<file path="config.mk">
export PLATFORM = sky130hd
export DESIGN_NAME = control_sequencer_flat
export DESIGN_NICKNAME = d
export VERILOG_FILES = /design/src/rtl/mini_src_ctrl_pkg.sv /design/src/rtl/control_sequencer_if.sv /design/src/rtl/reg_select_decoder.sv /design/src/rtl/control_sequencer.sv /design/src/flat_wrapper.sv
export SDC_FILE = /design/constraint.sdc
export NUM_CORES = 1
export LEC_CHECK = 0
export ABC_CLOCK_PERIOD_IN_PS = 1500
export BUFFER_PORTS_ARGS = -buffer_cell sky130_fd_sc_hd__buf_2
export CAP_MARGIN = 20
export CORE_MARGIN = 2
export CORE_UTILIZATION = 35
export DETAILED_ROUTE_END_ITERATION = 8
export HOLD_SLACK_MARGIN = 0.05
export PLACE_DENSITY = 0.87
export RECOVER_POWER = 25
export SLEW_MARGIN = 10
export SYNTH_ARGS = -nofsm -noshare
export SYNTH_HDL_FRONTEND = slang
export SYNTH_SLANG_ARGS = --single-unit
</file>
<file path="constraint.sdc">
create_clock -name Clock -period 1.5 [get_ports Clock]
set_input_delay 0.075 -clock Clock [delete_from_list [all_inputs] [get_ports Clock]]
set_output_delay 0.075 -clock Clock [all_outputs]
set_load 0.05 [all_outputs]
</file>
<file path="src/rtl/mini_src_ctrl_pkg.sv">
// Shared definitions for the Mini-SRC control sequencer.
// Holds the state encoding, opcode constants, IR field positions and the
// opcode-to-ALU-operation mapping used by the sequencer and its decoders.
package mini_src_ctrl_pkg;

  localparam int unsigned IR_W      = 32;
  localparam int unsigned OPC_W     = 5;
  localparam int unsigned REG_SEL_W = 4;
  localparam int unsigned NUM_REGS  = 16;

  // IR field bit positions
  localparam int unsigned OPC_MSB = 31;
  localparam int unsigned OPC_LSB = 27;
  localparam int unsigned RA_MSB  = 26;
  localparam int unsigned RA_LSB  = 23;
  localparam int unsigned RB_MSB  = 22;
  localparam int unsigned RB_LSB  = 19;
  localparam int unsigned RC_MSB  = 18;
  localparam int unsigned RC_LSB  = 15;

  // Opcode constants
  localparam logic [OPC_W-1:0] ALU_LO = 5'd3;
  localparam logic [OPC_W-1:0] ALU_HI = 5'd10;
  localparam logic [OPC_W-1:0] HALT   = 5'd27;

  typedef enum logic [2:0] {
    S_RST,
    S_T0,
    S_T1,
    S_T2,
    S_T3,
    S_T4,
    S_T5,
    S_HALT
  } state_e;

  function automatic logic is_alu(input logic [OPC_W-1:0] opcode);
    return (opcode >= ALU_LO) && (opcode <= ALU_HI);
  endfunction

  // ALU operation codes sit one above the matching instruction opcode
  function automatic logic [OPC_W-1:0] alu_op(input logic [OPC_W-1:0] opcode);
    return OPC_W'(opcode + OPC_W'(1));
  endfunction

endpackage

</file>
<file path="src/rtl/control_sequencer_if.sv">
// Bundle between the control sequencer and the datapath wiring wrapper.
// master: sequencer side (reads IR/MemReady, drives strobes, OP and Run).
// slave : datapath side (drives IR/MemReady, consumes strobes).
interface control_sequencer_if;
  import mini_src_ctrl_pkg::*;

  logic [IR_W-1:0]     IR;
  logic                MemReady;
  logic [NUM_REGS-1:0] Rin;
  logic [NUM_REGS-1:0] Rout;
  logic                PCout;
  logic                MARin;
  logic                IncPC;
  logic                PCin;
  logic                Read;
  logic                MDRin;
  logic                MDRout;
  logic                IRin;
  logic                Yin;
  logic                ZLowin;
  logic                ZLowout;
  logic [OPC_W-1:0]    OP;
  logic                Run;

  modport master (
    input  IR, MemReady,
    output Rin, Rout, PCout, MARin, IncPC, PCin, Read, MDRin, MDRout, IRin,
           Yin, ZLowin, ZLowout, OP, Run
  );

  modport slave (
    output IR, MemReady,
    input  Rin, Rout, PCout, MARin, IncPC, PCin, Read, MDRin, MDRout, IRin,
           Yin, ZLowin, ZLowout, OP, Run
  );

endinterface

</file>
<file path="src/rtl/reg_select_decoder.sv">
// 4-to-16 one-hot register select decoder with enable.
// Ports: sel (register number), en (decode enable), onehot_c (one-hot
// select, all zero when disabled).
module reg_select_decoder
  import mini_src_ctrl_pkg::*;
(
  input  logic [REG_SEL_W-1:0] sel,
  input  logic                 en,
  output logic [NUM_REGS-1:0]  onehot_c
);

  always_comb begin
    onehot_c = '0;
    if (en) begin
      onehot_c[sel] = 1'b1;
    end
  end

endmodule

</file>
<file path="src/rtl/control_sequencer.sv">
// Mini-SRC control unit: fetch (T0-T2) and three-register ALU execute
// (T3-T5), plus halt. Outputs are decoded from the state register, so an
// asynchronous Clear drops every strobe immediately.
// Ports: Clock, Clear (async, active high), bus (master modport: IR and
// MemReady in; Rin/Rout one-hot, PC/MAR/memory/ALU strobes, OP, Run out).
module control_sequencer
  import mini_src_ctrl_pkg::*;
(
  input  logic                 Clock,
  input  logic                 Clear,
  control_sequencer_if.master  bus
);

  state_e state_q;
  state_e state_d;

  logic [OPC_W-1:0]     opcode;
  logic [REG_SEL_W-1:0] ra;
  logic [REG_SEL_W-1:0] rb;
  logic [REG_SEL_W-1:0] rc;

  logic pc_out_c, mar_in_c, inc_pc_c, pc_in_c;
  logic read_c, mdr_in_c, mdr_out_c, ir_in_c;
  logic y_in_c, zlow_in_c, zlow_out_c;
  logic ra_en_c, rb_en_c, rc_en_c;
  logic [OPC_W-1:0] op_c;

  logic [NUM_REGS-1:0] ra_onehot_c;
  logic [NUM_REGS-1:0] rb_onehot_c;
  logic [NUM_REGS-1:0] rc_onehot_c;

  // Fields are taken from the live IR; it is only expected to change at T2->T3
  assign opcode = bus.IR[OPC_MSB:OPC_LSB];
  assign ra     = bus.IR[RA_MSB:RA_LSB];
  assign rb     = bus.IR[RB_MSB:RB_LSB];
  assign rc     = bus.IR[RC_MSB:RC_LSB];

  // Low IR bits carry fields this unit does not decode
  logic unused_ir_bits;
  assign unused_ir_bits = ^bus.IR[RC_LSB-1:0];

  // State register
  always_ff @(posedge Clock or posedge Clear) begin
    if (Clear) begin
      state_q <= S_RST;
    end else begin
      state_q <= state_d;
    end
  end

  // Next-state and strobe decode
  always_comb begin
    state_d    = state_q;
    pc_out_c   = 1'b0;
    mar_in_c   = 1'b0;
    inc_pc_c   = 1'b0;
    pc_in_c    = 1'b0;
    read_c     = 1'b0;
    mdr_in_c   = 1'b0;
    mdr_out_c  = 1'b0;
    ir_in_c    = 1'b0;
    y_in_c     = 1'b0;
    zlow_in_c  = 1'b0;
    zlow_out_c = 1'b0;
    ra_en_c    = 1'b0;
    rb_en_c    = 1'b0;
    rc_en_c    = 1'b0;
    op_c       = '0;

    case (state_q)
      S_RST: state_d = S_T0;
      S_T0: begin
        pc_out_c = 1'b1;
        mar_in_c = 1'b1;
        inc_pc_c = 1'b1;
        state_d  = S_T1;
      end
      S_T1: begin
        // Read is held while waiting; the loads fire only in the ready cycle
        read_c = 1'b1;
        if (bus.MemReady) begin
          mdr_in_c = 1'b1;
          pc_in_c  = 1'b1;
          state_d  = S_T2;
        end
      end
      S_T2: begin
        mdr_out_c = 1'b1;
        ir_in_c   = 1'b1;
        state_d   = S_T3;
      end
      S_T3: begin
        if (is_alu(opcode)) begin
          rb_en_c = 1'b1;
          y_in_c  = 1'b1;
          state_d = S_T4;
        end else if (opcode == HALT) begin
          state_d = S_HALT;
        end else begin
          state_d = S_T0;
        end
      end
      S_T4: begin
        rc_en_c   = 1'b1;
        zlow_in_c = 1'b1;
        op_c      = alu_op(opcode);
        state_d   = S_T5;
      end
      S_T5: begin
        ra_en_c    = 1'b1;
        zlow_out_c = 1'b1;
        state_d    = S_T0;
      end
      S_HALT:  state_d = S_HALT;
      default: state_d = S_RST;
    endcase
  end

  reg_select_decoder u_ra_dec (
    .sel      (ra),
    .en       (ra_en_c),
    .onehot_c (ra_onehot_c)
  );

  reg_select_decoder u_rb_dec (
    .sel      (rb),
    .en       (rb_en_c),
    .onehot_c (rb_onehot_c)
  );

  reg_select_decoder u_rc_dec (
    .sel      (rc),
    .en       (rc_en_c),
    .onehot_c (rc_onehot_c)
  );

  // Rb and Rc are enabled in different states, so the OR stays one-hot
  assign bus.Rout    = rb_onehot_c | rc_onehot_c;
  assign bus.Rin     = ra_onehot_c;
  assign bus.PCout   = pc_out_c;
  assign bus.MARin   = mar_in_c;
  assign bus.IncPC   = inc_pc_c;
  assign bus.PCin    = pc_in_c;
  assign bus.Read    = read_c;
  assign bus.MDRin   = mdr_in_c;
  assign bus.MDRout  = mdr_out_c;
  assign bus.IRin    = ir_in_c;
  assign bus.Yin     = y_in_c;
  assign bus.ZLowin  = zlow_in_c;
  assign bus.ZLowout = zlow_out_c;
  assign bus.OP      = op_c;
  // Run follows Clear directly so it is low for the whole reset pulse
  assign bus.Run     = !Clear && (state_q != S_HALT);

endmodule

</file>
<file path="src/flat_wrapper.sv">
// flat-port wrapper written by rule: the top's interface ports become plain ports
module control_sequencer_flat import mini_src_ctrl_pkg::*;
  (Clock, Clear, bus_IR, bus_MemReady, bus_Rin, bus_Rout, bus_PCout, bus_MARin, bus_IncPC, bus_PCin, bus_Read, bus_MDRin, bus_MDRout, bus_IRin, bus_Yin, bus_ZLowin, bus_ZLowout, bus_OP, bus_Run);
  control_sequencer_if bus_i ();
  input  logic Clock;
  input  logic Clear;
  input wire logic [$bits(bus_i.IR)-1:0] bus_IR;
  input wire logic [$bits(bus_i.MemReady)-1:0] bus_MemReady;
  output wire logic [$bits(bus_i.Rin)-1:0] bus_Rin;
  output wire logic [$bits(bus_i.Rout)-1:0] bus_Rout;
  output wire logic [$bits(bus_i.PCout)-1:0] bus_PCout;
  output wire logic [$bits(bus_i.MARin)-1:0] bus_MARin;
  output wire logic [$bits(bus_i.IncPC)-1:0] bus_IncPC;
  output wire logic [$bits(bus_i.PCin)-1:0] bus_PCin;
  output wire logic [$bits(bus_i.Read)-1:0] bus_Read;
  output wire logic [$bits(bus_i.MDRin)-1:0] bus_MDRin;
  output wire logic [$bits(bus_i.MDRout)-1:0] bus_MDRout;
  output wire logic [$bits(bus_i.IRin)-1:0] bus_IRin;
  output wire logic [$bits(bus_i.Yin)-1:0] bus_Yin;
  output wire logic [$bits(bus_i.ZLowin)-1:0] bus_ZLowin;
  output wire logic [$bits(bus_i.ZLowout)-1:0] bus_ZLowout;
  output wire logic [$bits(bus_i.OP)-1:0] bus_OP;
  output wire logic [$bits(bus_i.Run)-1:0] bus_Run;
  assign bus_i.IR = bus_IR;
  assign bus_i.MemReady = bus_MemReady;
  assign bus_Rin = bus_i.Rin;
  assign bus_Rout = bus_i.Rout;
  assign bus_PCout = bus_i.PCout;
  assign bus_MARin = bus_i.MARin;
  assign bus_IncPC = bus_i.IncPC;
  assign bus_PCin = bus_i.PCin;
  assign bus_Read = bus_i.Read;
  assign bus_MDRin = bus_i.MDRin;
  assign bus_MDRout = bus_i.MDRout;
  assign bus_IRin = bus_i.IRin;
  assign bus_Yin = bus_i.Yin;
  assign bus_ZLowin = bus_i.ZLowin;
  assign bus_ZLowout = bus_i.ZLowout;
  assign bus_OP = bus_i.OP;
  assign bus_Run = bus_i.Run;
  control_sequencer u_core (.Clock(Clock), .Clear(Clear), .bus(bus_i));
endmodule
</file>
==> reports/results.ini, run 1 <==
[grt]
antenna_found_initial = 0
grt_max_degree = 10

[yosys]
synth_top_cell_by_area = nor2_1
yosys_most_used_dff = dfrtp_1
synth_common_cells = nor2_1, nand2_1, nand2b_1, o22ai_1
synth_compound_area_share_pct = 20.1
synth_xor_area_share_pct = 3.33
ys_warn_count = 0
synth_top_family_by_area = simple AND/OR/NAND/NOR gates
synth_mux_area_share_pct = 0
synth_top_area_share_pct = 10.5
synthSimpleGateAreaFrac_pct = 55.9
synthArstFlopShare_pct = 100
synth_edf_count = 0
syn_nets = 154
ys_seq_area_share_pct = 9.51
synthAdderAreaFrac_pct = 3.17
synth_area_leaders = nor2_1, dfrtp_1, nand2b_1
ys_types = 39
synth_area_um2 = 790
synth-seq-cells = 3
avgSynthCellArea_um2 = 6.75
syn_inst = 117
yosysMostFrequentCell = nor2_1

[outcome]
firstError = [ERROR DPL-0033] detailed placement checks failed during check placement.
outcome = aborted with a tool error
lastStage = 5_1_grt

[placed_design]
place_congestion = 0.850
io_buffers = 68
dp_hpwl_um = 2890
pre_cts_ws_ns = -0.271

[timing]
worstEndpointGrtRepair = bus_Rout[4]
endpoint_type = primary output

[clock_network]
cts_buffer_depth = 2
htree_num_levels = 1
clock-root-buffer = clkbuf_4
cts_buffers = 3
cts.sinks = 3

[floorplan]
dieHeight_um = 51.5
num_rows = 17
die_w_um = 51.5
start_util_pct = 36.4
io_pins = 84

[kinds of logic after synthesis]
group | count (synthesis)
xor+xnor | 3
buf+inv | 12
simple gates | 75
compound gates | 22
flops | 3
fa+ha+maj | 2
[what timing repair did]
item,4_1_cts
gates cloned,0
hold endpoints to repair,3
pin swaps,7
resized for setup,92
setup endpoints to repair,43
hold buffers,1
buffers inserted,4
[per-stage QoR]
step / cells / cell area (um2)
after floorplan: 117 / 1200
after global placement: 225 / 1660
after detailed placement: 225 / 1660
after CTS: 234 / 2030
==> run 2, diff against run 1 <==
--- a/config.mk
+++ b/config.mk
@@ -8,11 +8,10 @@
 export ABC_CLOCK_PERIOD_IN_PS = 1500
 export BUFFER_PORTS_ARGS = -buffer_cell sky130_fd_sc_hd__buf_2
 export CAP_MARGIN = 20
-export CORE_MARGIN = 2
-export CORE_UTILIZATION = 35
+export CORE_AREA = 2 2 63 65
 export DETAILED_ROUTE_END_ITERATION = 8
-export HOLD_SLACK_MARGIN = 0.05
-export PLACE_DENSITY = 0.87
+export DIE_AREA = 0 0 65 67
+export PLACE_DENSITY_LB_ADDON = 0.15
 export RECOVER_POWER = 25
 export SLEW_MARGIN = 10
 export SYNTH_ARGS = -nofsm -noshare
==> run 2 against run 1 <==
The flow now finishes, with violations (setup timing). Synthesized cell count unchanged. Area after synthesis is the same.
==> reports/results.ini, run 2 <==
[outcome]
outcome = finished with violations
violations = setup timing

[worst_setup_path]
worstReg2RegEnd = u_core.state_q[2]$_DFFE_PP0P_
startpoint_type = register
crit_arrival_ns = 1.85
r2r_cells = 5
cp_common_cell = buf_6
path_class = register to primary output
critPathMaxFanout = 4
slowest_delay_ns = 0.39
path_buf_inv = 3
path_cells = nand2b_4, nor3_4, buf_4, nand4b_1, buf_6, o32ai_4, buf_6
cp_top_family = simple AND/OR/NAND/NOR gates
crit_slowest_cell = dfrtp_1
r2r_start = u_core.state_q[1]$_DFFE_PP0P_
end_kind = primary output
reg2reg_slack_ns = 0.21
worstPathRequired_ns = 1.42

[power]
irDropWorstVdd_uv = 588
power.total_uw = 2440
power_density_nw_per_um2 = 1050
p_leak_uw = 0.000973

[placed_design]
dp.cells = 250
dp_hpwl_um = 2780
io_buffers = 68
place_congestion = 0.810
pre_cts_ws_ns = -0.237

[drt]
wl_um = 3980
avgViaCountPerCell = 4.84
num_vias = 1273
drt_iter0_drc = 34
drc_errors = 0
avgRoutedWirePerCell_um = 15.1
dr.pass1.iters = 4
ant_nets = 0

[final_layout]
top_register = u_core.state_q
drive_above_1_share_pct = 74.4
final_util_pct = 64.4
diodes = 0
final_common_cell = buf_6
reg_top3 = u_core.state_q x3
layout.nets = 253
area_growth_pct = 194
finalNonFillerCells = 263
final_cell_mix = buf_6, buf_4, buf_2
largest_reg_flops = 3

[floorplan]
num_rows = 22
dieArea_um2 = 4360
start_util_pct = 21.9
io_pins = 84
dieHeight_um = 67
die_w_um = 65
fp.coreArea_um2 = 3610

[yosys]
synth_top_area_share_pct = 10.5
synth_edf_count = 0
yosysMostFrequentCell = nor2_1
synthArstFlopShare_pct = 100
synth_common_cells = nor2_1, nand2_1, nand2b_1, o22ai_1
synth-seq-cells = 3
ys_warn_count = 0
avgSynthCellArea_um2 = 6.75
ys_types = 39
syn_inst = 117
synth_area_um2 = 790
synth_top_cell_by_area = nor2_1
yosys_most_used_dff = dfrtp_1
syn_nets = 154
synth_area_leaders = nor2_1, dfrtp_1, nand2b_1
ys_seq_area_share_pct = 9.51

[grt]
grt_max_degree = 10
overflow = 0
antenna_found_initial = 0
gr-usage-all-layers_pct = 17.3
grt_first_pass_wirelength_um = 5820
grt_pass1_vias = 1246

[clock_network]
tritoncts = built
clock_latency_ns = 0.22
clock-root-buffer = clkbuf_8
cts_buffers = 3
htree_num_levels = 1
cts.clk_slew.worst_paths_ns = 0.03
cts_buffer_depth = 2
cts.sinks = 3

[timing]
holdWs_ns = 0.167
hold_viol = 0
setup_ws_ns = -0.427
fmax_ghz = 0.519
finalCritPeriodShare_pct = 128
setup_viol = 40
tightest_slew_ns = 0.438
finalCriticalPeriod_ns = 1.93
rsz0062_at_grt = yes
final.setup_skew_ns = 0.00182
drv_slew = 0
slew_headroom_pct = 70.8

[min_path]
hp-class = primary input to register
hp-start = bus_MemReady
whs_path_depth = 3
min_to = u_core.state_q[0]$_DFFE_PP0P_

[flow_run]
drv_cap = 0

-- run 2: per-layer routing --
| metal | vias to the layer above | track usage [%] | wire (um) |
|---|---|---|---|
| met4 | 0 | 5.59 | 87 |
| met3 | 7 | 3.72 | 235 |
| li1 | 623 | - | - |
| met1 | 590 | 19.6 | 1490 |
| met5 | - | 0 | 0 |
| met2 | 53 | 32.1 | 2170 |
-- run 2: cell families (layout without fill, tap and decap cells) --
kind of cell             count (synthesis)  after routing  share of synthesized area [%]
XOR/XNOR                                 3              3                           3.33
adder cells (fa/ha/maj)                  2              2                           3.17
AO/OA/AOI/OAI                           22             22                           20.1
flip-flops                               3              3                           9.51
buffers and inverters                   12            110                           7.92
AND/OR/NAND/NOR                         75             75                           55.9
-- run 2: power by group --
part           total (uW)  leakage (uW)  internal [uW]  switching (uW)
combinational        1990      0.000917            827            1170
sequential            211     0.0000331            130            80.9
clock                 235     0.0000228            181            54.0
-- run 2: repair_timing --
| item | 4_1_cts | 5_1_grt |
|---|---|---|
| resized for setup | 86 | 60 |
| hold endpoints to repair | 3 | 0 |
| pin swaps | 6 | 9 |
| buffers inserted | 4 | 6 |
| setup endpoints to repair | 35 | 43 |
| gates cloned | 0 | 0 |
| hold buffers | 1 | 0 |
-- run 2: layout make-up --
class                   count  area (um2)
repair buffers            102         991
inverters                   4        20.0
clock buffers               4        45.0
well taps                  48        60.1
multi-input cells         102        1130
fillers                   303        1280
flip-flops and latches      3        77.6
-- run 2: how the worst max path moves through the flow --
| stage | start | end | slack (ns) | depth (start not counted) |
|---|---|---|---|---|
| 6_report | u_core.state_q[1]$_DFFE_PP0P_ | bus_Rout[3] | -0.43 | 7 |
| 4_1_cts | u_core.state_q[1]$_DFFE_PP0P_ | bus_Rout[1] | -0.39 | 5 |
| 2_1_floorplan | u_core.state_q[2]$_DFFE_PP0P_ | bus_Rin[1] | -0.35 | 4 |
| 3_3_place_gp | u_core.state_q[0]$_DFFE_PP0P_ | bus_Rout[1] | -0.17 | 5 |
| 5_1_grt | u_core.state_q[1]$_DFFE_PP0P_ | bus_Rout[3] | -0.50 | 7 |
| 3_5_place_dp | u_core.state_q[0]$_DFFE_PP0P_ | bus_Rout[5] | -0.24 | 5 |
-- run 2: tightest hold or removal path: stages --
cell and delay, ns:
buf_2 0.09, nor2b_1 0.04, o21ai_0 0.14
-- run 2: stage by stage --
step,area (um2),TNS (ns)
after floorplan,1200,-7.61
after global placement,1720,-2.41
after detailed placement,1720,-3.23
after CTS,2080,-8.49
after global routing,2320,-12.86
final,2320,-10.04
Note: power is estimated with default switching activity, not from simulation.
==> run 3, diff against run 2 <==
--- a/config.mk
+++ b/config.mk
@@ -16,4 +16,5 @@
 export SLEW_MARGIN = 10
 export SYNTH_ARGS = -nofsm -noshare
 export SYNTH_HDL_FRONTEND = slang
+export SYNTH_HIERARCHICAL = 1
 export SYNTH_SLANG_ARGS = --single-unit
==> run 3 against run 2 <==
The run still ends with setup timing left. Sequential power decreased by 21%. Final cell count increased by 1.5%. Critical path type unchanged. Sequential cell count did not move. Global-route usage fell by 2.0 points. Count of clock-buffer cells in the layout stayed put. Hold slack better by 0.0011 ns. Clock skew hardly changed.
==> reports/results.ini, run 3 <==
[clock_network]
cts_buffer_depth = 2
tritoncts = built
clock-root-buffer = clkbuf_8
cts.clk_slew.worst_paths_ns = 0.03
htree_num_levels = 1
clock_latency_ns = 0.21
cts_buffers = 3
cts.sinks = 3

[timing]
fmax_ghz = 0.533
slew_headroom_pct = 78.7
setup_viol = 32
timing.setup.tns_ns = -8.94
tightest_slew_ns = 0.319
finalCriticalPeriod_ns = 1.88
finalCritPeriodShare_pct = 125
rsz0062_at_grt = yes
setup_ws_ns = -0.377
final.setup_skew_ns = 0.00216
drv_slew = 0
hold_viol = 0

[placed_design]
pre_cts_ws_ns = -0.404
place_congestion = 0.878
dp_hpwl_um = 2440
io_buffers = 68
place_area_um2 = 1470

[final_layout]
reg_top3 = u_core/state_q x3
area_growth_pct = 130
top_register = u_core/state_q
final_cell_mix = buf_6, nor2_1, buf_2
drive_above_1_share_pct = 68.5
final_common_cell = buf_6
fin_area_um2 = 1970
diodes = 0
final_util_pct = 54.8
layout.nets = 257
fillers = 344
largest_reg_flops = 3

[drt]
wl_um = 3410
avgViaCountPerCell = 4.70
drc_errors = 0
drt_iter0_drc = 35
avgRoutedWirePerCell_um = 12.8
num_vias = 1256
dr.pass1.iters = 4
ant_nets = 0

[floorplan]
dieArea_um2 = 4360
start_util_pct = 23.8
fp.coreArea_um2 = 3610
num_rows = 22
dieHeight_um = 67
die_w_um = 65
io_pins = 84

[yosys]
yosysMostFrequentCell = nor2_1
synthArstFlopShare_pct = 100
ys_seq_area_share_pct = 8.73
avgSynthCellArea_um2 = 6.32
synth_common_cells = nor2_1, or2_2, nor3_1
synth_top_area_share_pct = 18.8
ys_warn_count = 6
synth_top_cell_by_area = nor2_1
syn_nets = 173
synth_edf_count = 0
yosys_most_used_dff = dfrtp_1
synth_area_um2 = 860
ys_types = 32
syn_inst = 136
synth_area_leaders = nor2_1, or2_2, dfrtp_1
synth-seq-cells = 3

[worst_setup_path]
crit_arrival_ns = 1.80
end_kind = primary output
worstPathRequired_ns = 1.42
startpoint_type = register
critPathMaxFanout = 5
path_class = register to primary output

[grt]
grt_first_pass_wirelength_um = 5310
gr-usage-all-layers_pct = 15.3
grt_max_degree = 10
grt_pass1_vias = 1209
antenna_found_initial = 0
overflow = 0

[min_path]
hp-class = primary input to register

[power]
power_density_nw_per_um2 = 1070
p_leak_uw = 0.000843
irDropWorstVdd_uv = 1250

[outcome]
outcome = finished with violations
violations = setup timing

[flow_run]
drv_cap = 0

-- run 3: final cells by class --
| class | count | area [um2] | share of cell area [%] |
|---|---|---|---|
| multi-input combinational | 123 | 967 | 49.0 |
| timing repair buffer | 86 | 812 | 41.1 |
| sequential | 3 | 75.1 | 3.80 |
| tap | 48 | 60.1 | 3.04 |
| clock buffer | 4 | 45.0 | 2.28 |
| inverter | 3 | 15.0 | 0.760 |
-- run 3: cell families after synthesis --
logic type               synth area share (%)
buffers and inverters                    6.84
AO/OA/AOI/OAI                            8.01
AND/OR/NAND/NOR                          70.5
adder cells (fa/ha/maj)                  2.91
flip-flops                               8.73
XOR/XNOR                                 3.06
-- run 3: worst max-delay path, cell delays in order, from the launching register on --
cell,delay (ns)
dfrtp_1,0.39
nor3b_2,0.17
and3_4,0.23
or3b_4,0.42
nor3_2,0.11
or2_4,0.14
buf_8,0.13
-- run 3: report_power, final --
group	leakage, uW	total, uW	internal, uW	switching [uW]
Combinational	0.000784	1710	689	1030
Clock	0.0000228	230	181	49.4
Sequential	0.0000361	167	124	43.2
Total	0.000843	2110	993	1120
-- run 3: metal layers --
metal,share of wire (%),GRT usage (%),routed length [um]
met5,0,0,0
met4,1.3,3.72,44
met3,3.9,1.86,134
met2,59,32.0,2020
met1,35,15.9,1210
-- run 3: worst paths after layout --
path	start	end	slack, ns	cells after the start
worst max register to register	u_core/state_q[1]$_DFFE_PP0P_	u_core/state_q[1]$_DFFE_PP0P_	0.23	6
worst min-delay path	bus_MemReady	u_core/state_q[0]$_DFFE_PP0P_	0.17	3
max in group asynchronous	Clear	u_core/state_q[1]$_DFFE_PP0P_	1.09	3
worst max-delay path	u_core/state_q[0]$_DFFE_PP0P_	bus_Rout[0]	-0.38	6
worst min register to register	u_core/state_q[1]$_DFFE_PP0P_	u_core/state_q[2]$_DFFE_PP0P_	0.67	2
min in group asynchronous	Clear	u_core/state_q[0]$_DFFE_PP0P_	0.28	3
-- run 3: timing repair --
| action | in CTS | in global routing |
|---|---|---|
| buffers inserted | 3 | 2 |
| setup endpoints to repair | 34 | 44 |
| resized for setup | 90 | 44 |
| pin swaps | 12 | 6 |
| hold buffers | 1 | 0 |
| hold endpoints to repair | 3 | 0 |
-- run 3: stage by stage --
step                      total power (uW)  std cells  hold slack, ns
after floorplan                       1280        136          -0.171
after global placement                1540        259         -0.0495
final                                 2110        267           0.168
after global routing                  2230        267           0.181
after detailed placement              1540        259         -0.0399
after CTS                             1940        266           0.166
